==> config.mk <==
export PLATFORM = sky130hd
export DESIGN_NAME = cpu_core
export DESIGN_NICKNAME = d
export VERILOG_FILES = /design/src/rtl/cpu_core_pkg.sv /design/src/rtl/cpu_alu.sv /design/src/rtl/cpu_core.sv
export SDC_FILE = /design/constraint.sdc
export NUM_CORES = 1
export LEC_CHECK = 0
export ABC_CLOCK_PERIOD_IN_PS = 4900
export BUFFER_PORTS_ARGS = -buffer_cell sky130_fd_sc_hd__buf_2
export CAP_MARGIN = 20
export CORE_AREA = 2 2 279 281
export DETAILED_ROUTE_END_ITERATION = 7
export DIE_AREA = 0 0 281 283
export HOLD_SLACK_MARGIN = 0.06
export PLACE_DENSITY = 0.62
export SYNTH_ARGS = -nofsm -noshare
export SYNTH_HDL_FRONTEND = slang
export SYNTH_SLANG_ARGS = --single-unit
export TNS_END_PERCENT = 50
==> constraint.sdc <==
create_clock -name clk -period 4.9 [get_ports clk]
set_clock_uncertainty 0.1 [all_clocks]
set_input_delay 0.49 -clock clk [delete_from_list [all_inputs] [get_ports clk]]
set_output_delay 0.49 -clock clk [all_outputs]
set_load 0.01 [all_outputs]
==> src/rtl/cpu_core_pkg.sv <==
//------------------------------------------------------------------------------
// cpu_core_pkg : opcodes, control states and flag bit positions of cpu_core
// Revision: 1.0
//------------------------------------------------------------------------------
`default_nettype none

package cpu_core_pkg;

  localparam int ADDR_W    = 6;
  localparam int MEM_DEPTH = 64;

  typedef enum logic [2:0] {
    ST_FETCH = 3'd0,
    ST_LOAD  = 3'd1,
    ST_EXEC  = 3'd2,
    ST_NEXT  = 3'd3,
    ST_HALT  = 3'd4
  } state_t;

  localparam logic [7:0] OP_NOP = 8'h00;
  localparam logic [7:0] OP_ADD = 8'h01;
  localparam logic [7:0] OP_SUB = 8'h02;
  localparam logic [7:0] OP_AND = 8'h03;
  localparam logic [7:0] OP_OR  = 8'h04;
  localparam logic [7:0] OP_XOR = 8'h05;
  localparam logic [7:0] OP_NOT = 8'h06;
  localparam logic [7:0] OP_SHL = 8'h07;
  localparam logic [7:0] OP_SHR = 8'h08;
  localparam logic [7:0] OP_INC = 8'h09;
  localparam logic [7:0] OP_DEC = 8'h0A;
  localparam logic [7:0] OP_CMP = 8'h0B;
  localparam logic [7:0] OP_HLT = 8'hFF;

  localparam int FLAG_CF = 0;
  localparam int FLAG_PF = 2;
  localparam int FLAG_AF = 4;
  localparam int FLAG_ZF = 6;
  localparam int FLAG_SF = 7;

endpackage

`default_nettype wire

==> src/rtl/cpu_alu.sv <==
//------------------------------------------------------------------------------
// cpu_alu : combinational 8-bit ALU producing result, flags and write enables
// Revision: 1.0
//------------------------------------------------------------------------------
`default_nettype none

module cpu_alu
  import cpu_core_pkg::*;
(
  input  logic [7:0] i_a,
  input  logic [7:0] i_b,
  input  logic [7:0] i_op,
  output logic [7:0] o_r,
  output logic [7:0] o_flags,
  output logic       o_wr_c,
  output logic       o_wr_f
);

  logic [8:0] w_sum;
  logic [8:0] w_diff;
  logic [4:0] w_nsum;
  logic       w_cf;
  logic       w_af;

  always_comb begin
    w_sum  = {1'b0, i_a} + {1'b0, i_b};
    w_diff = {1'b0, i_a} - {1'b0, i_b};
    w_nsum = {1'b0, i_a[3:0]} + {1'b0, i_b[3:0]};
    o_r    = 8'h00;
    w_cf   = 1'b0;
    w_af   = 1'b0;
    o_wr_c = 1'b1;
    o_wr_f = 1'b1;
    case (i_op)
      OP_ADD: begin
        o_r  = w_sum[7:0];
        w_cf = w_sum[8];
        w_af = w_nsum[4];
      end
      OP_SUB, OP_CMP: begin
        o_r    = w_diff[7:0];
        w_cf   = w_diff[8];
        w_af   = (i_a[3:0] < i_b[3:0]);
        o_wr_c = (i_op == OP_SUB);
      end
      OP_AND: o_r = i_a & i_b;
      OP_OR:  o_r = i_a | i_b;
      OP_XOR: o_r = i_a ^ i_b;
      OP_NOT: o_r = ~i_a;
      OP_SHL: begin
        o_r  = {i_a[6:0], 1'b0};
        w_cf = i_a[7];
      end
      OP_SHR: begin
        o_r  = {1'b0, i_a[7:1]};
        w_cf = i_a[0];
      end
      OP_INC: begin
        o_r  = i_a + 8'd1;
        w_cf = (i_a == 8'hFF);
        w_af = (i_a[3:0] == 4'hF);
      end
      OP_DEC: begin
        o_r  = i_a - 8'd1;
        w_cf = (i_a == 8'h00);
        w_af = (i_a[3:0] == 4'h0);
      end
      OP_NOP: begin
        o_wr_c = 1'b0;
        o_wr_f = 1'b0;
      end
      // HLT and undefined opcodes leave C and flags alone
      default: begin
        o_wr_c = 1'b0;
        o_wr_f = 1'b0;
      end
    endcase

    o_flags          = 8'h00;
    o_flags[FLAG_CF] = w_cf;
    o_flags[FLAG_PF] = ~^o_r;
    o_flags[FLAG_AF] = w_af;
    o_flags[FLAG_ZF] = (o_r == 8'h00);
    o_flags[FLAG_SF] = o_r[7];
  end

endmodule

`default_nettype wire

==> src/rtl/cpu_core.sv <==
//------------------------------------------------------------------------------
// cpu_core : 64-byte program memory, PC, 4-cycle control FSM and registers
// Revision: 1.0
//------------------------------------------------------------------------------
`default_nettype none

module cpu_core
  import cpu_core_pkg::*;
(
  input  logic       clk,
  input  logic       rst,
  input  logic [7:0] Data_w,
  input  logic       ram_we,
  output logic [7:0] alu_out,
  output logic [7:0] flags
);

  logic [7:0]        r_mem [0:MEM_DEPTH-1];
  logic [ADDR_W-1:0] r_pc;
  state_t            r_state;
  state_t            w_next;
  logic [7:0]        r_ir;
  logic [7:0]        r_op1;
  logic [7:0]        r_op2;
  logic [7:0]        r_a;
  logic [7:0]        r_b;
  logic [7:0]        r_c;
  logic [7:0]        r_flags;
  logic [7:0]        w_r;
  logic [7:0]        w_flags;
  logic              w_wr_c;
  logic              w_wr_f;

  // Program memory is deliberately outside the reset domain so it survives rst
  always_ff @(posedge clk) begin
    if (ram_we) r_mem[r_pc] <= Data_w;
  end

  always_ff @(posedge clk or posedge rst) begin
    if (rst) r_state <= ST_FETCH;
    else     r_state <= w_next;
  end

  always_comb begin
    w_next = r_state;
    if (ram_we) begin
      w_next = (r_state == ST_HALT) ? ST_HALT : ST_FETCH;
    end else begin
      case (r_state)
        ST_FETCH: w_next = ST_LOAD;
        ST_LOAD:  w_next = ST_EXEC;
        ST_EXEC:  w_next = (r_ir == OP_HLT) ? ST_HALT : ST_NEXT;
        ST_NEXT:  w_next = ST_FETCH;
        ST_HALT:  w_next = ST_HALT;
        default:  w_next = ST_FETCH;
      endcase
    end
  end

  always_ff @(posedge clk or posedge rst) begin
    if (rst) begin
      r_pc    <= '0;
      r_ir    <= 8'h00;
      r_op1   <= 8'h00;
      r_op2   <= 8'h00;
      r_a     <= 8'h00;
      r_b     <= 8'h00;
      r_c     <= 8'h00;
      r_flags <= 8'h00;
    end else if (ram_we) begin
      r_pc <= r_pc + ADDR_W'(1);
    end else begin
      case (r_state)
        ST_FETCH: begin
          r_ir  <= r_mem[r_pc];
          r_op1 <= r_mem[r_pc + ADDR_W'(1)];
          r_op2 <= r_mem[r_pc + ADDR_W'(2)];
        end
        ST_LOAD: begin
          r_a <= r_op1;
          r_b <= r_op2;
        end
        ST_EXEC: begin
          if (w_wr_c) r_c     <= w_r;
          if (w_wr_f) r_flags <= w_flags;
        end
        ST_NEXT: r_pc <= r_pc + ADDR_W'(3);
        default: ;
      endcase
    end
  end

  cpu_alu u_alu (
    .i_a     (r_a),
    .i_b     (r_b),
    .i_op    (r_ir),
    .o_r     (w_r),
    .o_flags (w_flags),
    .o_wr_c  (w_wr_c),
    .o_wr_f  (w_wr_f)
  );

  assign alu_out = r_c;
  assign flags   = r_flags;

endmodule

`default_nettype wire

==> key figures <==
Run status
  • Run status: finished clean

CTS
  • CTS clk-pin slew, worst paths: around 0.06 ns
  • CTS resizes: 0
  • TritonCTS Buffers: 68
  • Setup Buffers After CTS: 0
  • TritonCTS clock tree: done
  • Clock Path Buffers: 3
  • Clk sink count: 574
  • Worst-Skew Late Latency: 0.64 ns
  • CTS Root Cell: clkbuf_16
  • H-Tree Depth: 3

Hold path
  • Hold/Removal Path Class: in -> reg
  • HP Start: Data_w[2]

Synthesis
  • Mux cell area share after synthesis: 28.6%
  • Syn Area/Cell: 15.3 um^2
  • Synth Flop Type: edfxtp_1
  • Sequential share of the synthesized area: 51.9%
  • EDFF count, synth: 512
  • Synth Register Bits: 574
  • Adder-cell area share of the yosys netlist: 1.47%
  • Top cells by area, synth: edfxtp_1, mux4_2, dfrtp_1
  • Leading area contributor after synthesis: edfxtp_1
  • Synth Area in Compound Gates: 6.47%
  • Fraction of the mapped netlist area in simple logic gates: 7.31%
  • Post-synth ARST share: 10.8%
  • YS warnings: 0
  • Synth top area share: 47.1%
  • Main combinational cell family by area after synthesis: multiplexers
  • Distinct cells, synth: 81
  • Synthesized area: approximately 33000 um^2
  • Post-synthesis xor/xnor area fraction: less than 1%
  • Post-Syn Instances: 2130

Power and ir drop
  • Sequential fraction of design power: about a quarter
  • PD cells: 692 nW/um^2
  • VDD IR max: ~650 uV
  • Internal power: 14.2 mW
  • Total leakage power: about 12 nW
  • Sw Ratio: 43.5%
  • Clk network pwr share: between 10% and 20%
  • Combinational share of power: 55.4%
  • P_sw: around 11 mW

Critical path
  • CP required: 5.30 ns
  • WP data arrival: 4.25 ns
  • CP Launch Type: flip-flop
  • Worst Setup EP: flags[2]
  • Critical path startpoint: r_ir[2]
  • Crit Path Max Fanout: 13
  • Crit path capture type: flip-flop
  • CP cell instances: buf_4 > nor2b_1 > nand3_1 > xnor2_1 > ha_1 > or3_1 > nor4_1 > nor2_1 > a21oi_1 > a211oi_1 > and2_1 > ha_1 > xor2_1 > xnor2_1 > o21ai_0
  • Critical Setup Path Class: reg -> reg
  • Crit path max-delay family: simple AND/OR/NAND/NOR gates
  • Worst path depth: 15
  • CP peak stage delay: a little over 0.4 ns
  • Slowest CP cell: or3_1
  • Start of the worst register-to-register path: r_ir[2]
  • WP buf/inv: 1
  • R2r setup slk: 1.05 ns
  • FF-to-FF End: flags[2]
  • R2R depth: 15

Finish
  • Register area: 16900 um^2
  • ANT cells: 0
  • Multi-input gate area in the final layout: 14700 um^2
  • NumNets Final: 2196
  • Final non-filler cell area: 36300 um^2
  • # fillers: between 6000 and 7000
  • Layout cell share with drive strength beyond 1: 29.3%
  • Area Overhead vs Synth: 11.2%
  • Post-Layout Cell Count: 3240

Placement
  • RD Place Congestion: 1.05
  • Final HPWL DP: 75700 um
  • Cell total after placement: 3111
  • Post-DP Area: 34000 um^2
  • Input/output buffers: 23

Global route
  • Gr ovfl total: 0
  • Overall Global Routing Usage: 27.4%
  • Largest net degree at the start of global routing: a little over 100
  • Vias in the first global route: between 20000 and 25000
  • First-pass GRT wire length: around 160000 um
  • Initial antenna violation count: 0

Floorplan
  • Core Rows: 102
  • I/O Pins: 27
  • Chip Height: 283 um
  • Core ar.: roughly 77000 um^2
  • Initial Util: 42.5%
  • Die area: 79500 um^2
  • Chip width: 281 um

STA
  • Fmax: 260 MHz
  • Slew at the pin closest to its max-slew limit: 1.13 ns
  • Final setup TNS: 0 ns
  • Final setup viols: 0
  • Final Slew Violations: 0
  • Fin crit period: between 3 and 4 ns
  • Hold Fails Final Rpt: 0
  • Max transition margin: 24.4%
  • Final worst-path cycle share: 78.5%
  • Unrepaired setup endpoints after global routing: false

Routing
  • Drc violations: 0
  • Detail Route Antenna Nets: 0
  • Iter 0 DRT Violations: 3426
  • Total Wirelength: 108000 um
  • Wirelength per Cell: about 33 um
  • DR vias: 22200
  • DR pass1 iterations: 6
  • Via density: 6.84

Flow run
  • Max_cap viols: 0
-- through the flow --
| step | worst slack (ns) | hold WS [ns] | utilization, % | total power [mW] |
|---|---|---|---|---|
| final | 1.05 | 0.189 | 47.3 | 25.1 |
| after detailed placement | 1.08 | 0.374 | 44.3 | 20.0 |
| after floorplan | 1.49 | 0.346 | - | 15.5 |
| after global routing | 0.557 | 0.176 | 47.3 | 26.0 |
| after global placement | 1.05 | 0.362 | 44.3 | 19.9 |
| after CTS | 1.06 | 0.231 | 47.2 | 24.9 |
-- repair_timing --
action,CTS,global route
hold buffers,1,0
endpoints found under the setup margin,0,0
hold endpoints to repair,1,0
-- cell usage in the layout (no fill, tap or decap), types with 16 or more instances in the layout --
master / count
mux2i_1: 41
nor2_1: 129
o22ai_1: 36
buf_2: 23
buf_4: 78
nor3_1: 16
nand2_1: 225
clkbuf_16: 70
dfrtp_1: 59
buf_12: 17
ha_1: 33
xnor2_1: 25
nand4_1: 16
a22oi_1: 23
mux4_2: 394
a21oi_1: 51
edfxtp_1: 512
o21ai_0: 38
a31oi_1: 47
a32oi_1: 18
inv_1: 29
nand3_1: 75
-- layout make-up --
class                           count  share of cell area [%]
Clock inverter                     39                   0.959
Sequential cell                   574                    46.7
Inverter                           33                   0.341
Multi-Input combinational cell   1352                    40.5
Clock buffer                       83                    5.04
Tap cell                         1040                    3.59
Timing Repair Buffer              119                    2.90
-- per-layer routing --
| metal | vias to the layer above | global-route usage [%] | wire (um) |
|---|---|---|---|
| met3 | 250 | 6.43 | 12300 |
| met4 | 0 | 11.8 | 5310 |
| met2 | 1532 | 40.5 | 48600 |
| met5 | - | 0 | 0 |
| met1 | 11600 | 39.0 | 42000 |
| li1 | 8837 | - | - |
-- flip-flops by register name (all words and copies together), names as in the netlist, 5 cells and up --
| name | cells |
|---|---|
| r_op1 | 8 |
| flags | 5 |
| r_a | 8 |
| r_ir | 8 |
| r_b | 8 |
| r_mem | 512 |
| r_op2 | 8 |
| r_pc | 6 |
| alu_out | 8 |
-- cells in the mapped netlist (all sizes together) (18+ instances only) --
cell / number
a22oi: 23
inv: 31
mux2i: 41
xnor2: 28
edfxtp: 512
nand3: 75
ha: 35
mux4: 394
nor2: 129
dfrtp: 62
buf: 92
a31oi: 47
o21ai: 47
a21oi: 51
a32oi: 18
clkbuf: 81
nand2: 225
nor3: 18
o22ai: 36
-- kinds of logic after synthesis --
kind of cell,count (synthesis)
multiplexers,439
adder cells (fa/ha/maj),37
AND/OR/NAND/NOR,531
other,1
buffers and inverters,206
XOR/XNOR,31
flip-flops,574
AO/OA/AOI/OAI,311
-- power groups by stage --
stage          logic, mW  registers [mW]  clock network, mW
3_3_place_gp        13.6            6.30                  0
3_5_place_dp        13.6            6.32                  0
6_report            13.9            6.24               4.94
2_1_floorplan       9.51            5.98                  0
4_1_cts             13.7            6.22               5.01
5_1_grt             14.5            6.28               5.20
-- worst min-delay path by stage --
stage | to | slack, ns | cells past startpoint
6_report | r_mem[34][2] | 0.19 | 1
3_3_place_gp | flags[6] | 0.36 | 2
4_1_cts | r_pc[1] | 0.23 | 3
2_1_floorplan | r_b[1] | 0.35 | 2
5_1_grt | r_mem[34][2] | 0.18 | 1
3_5_place_dp | alu_out[1] | 0.37 | 2
(Power assumes the default switching activity.)
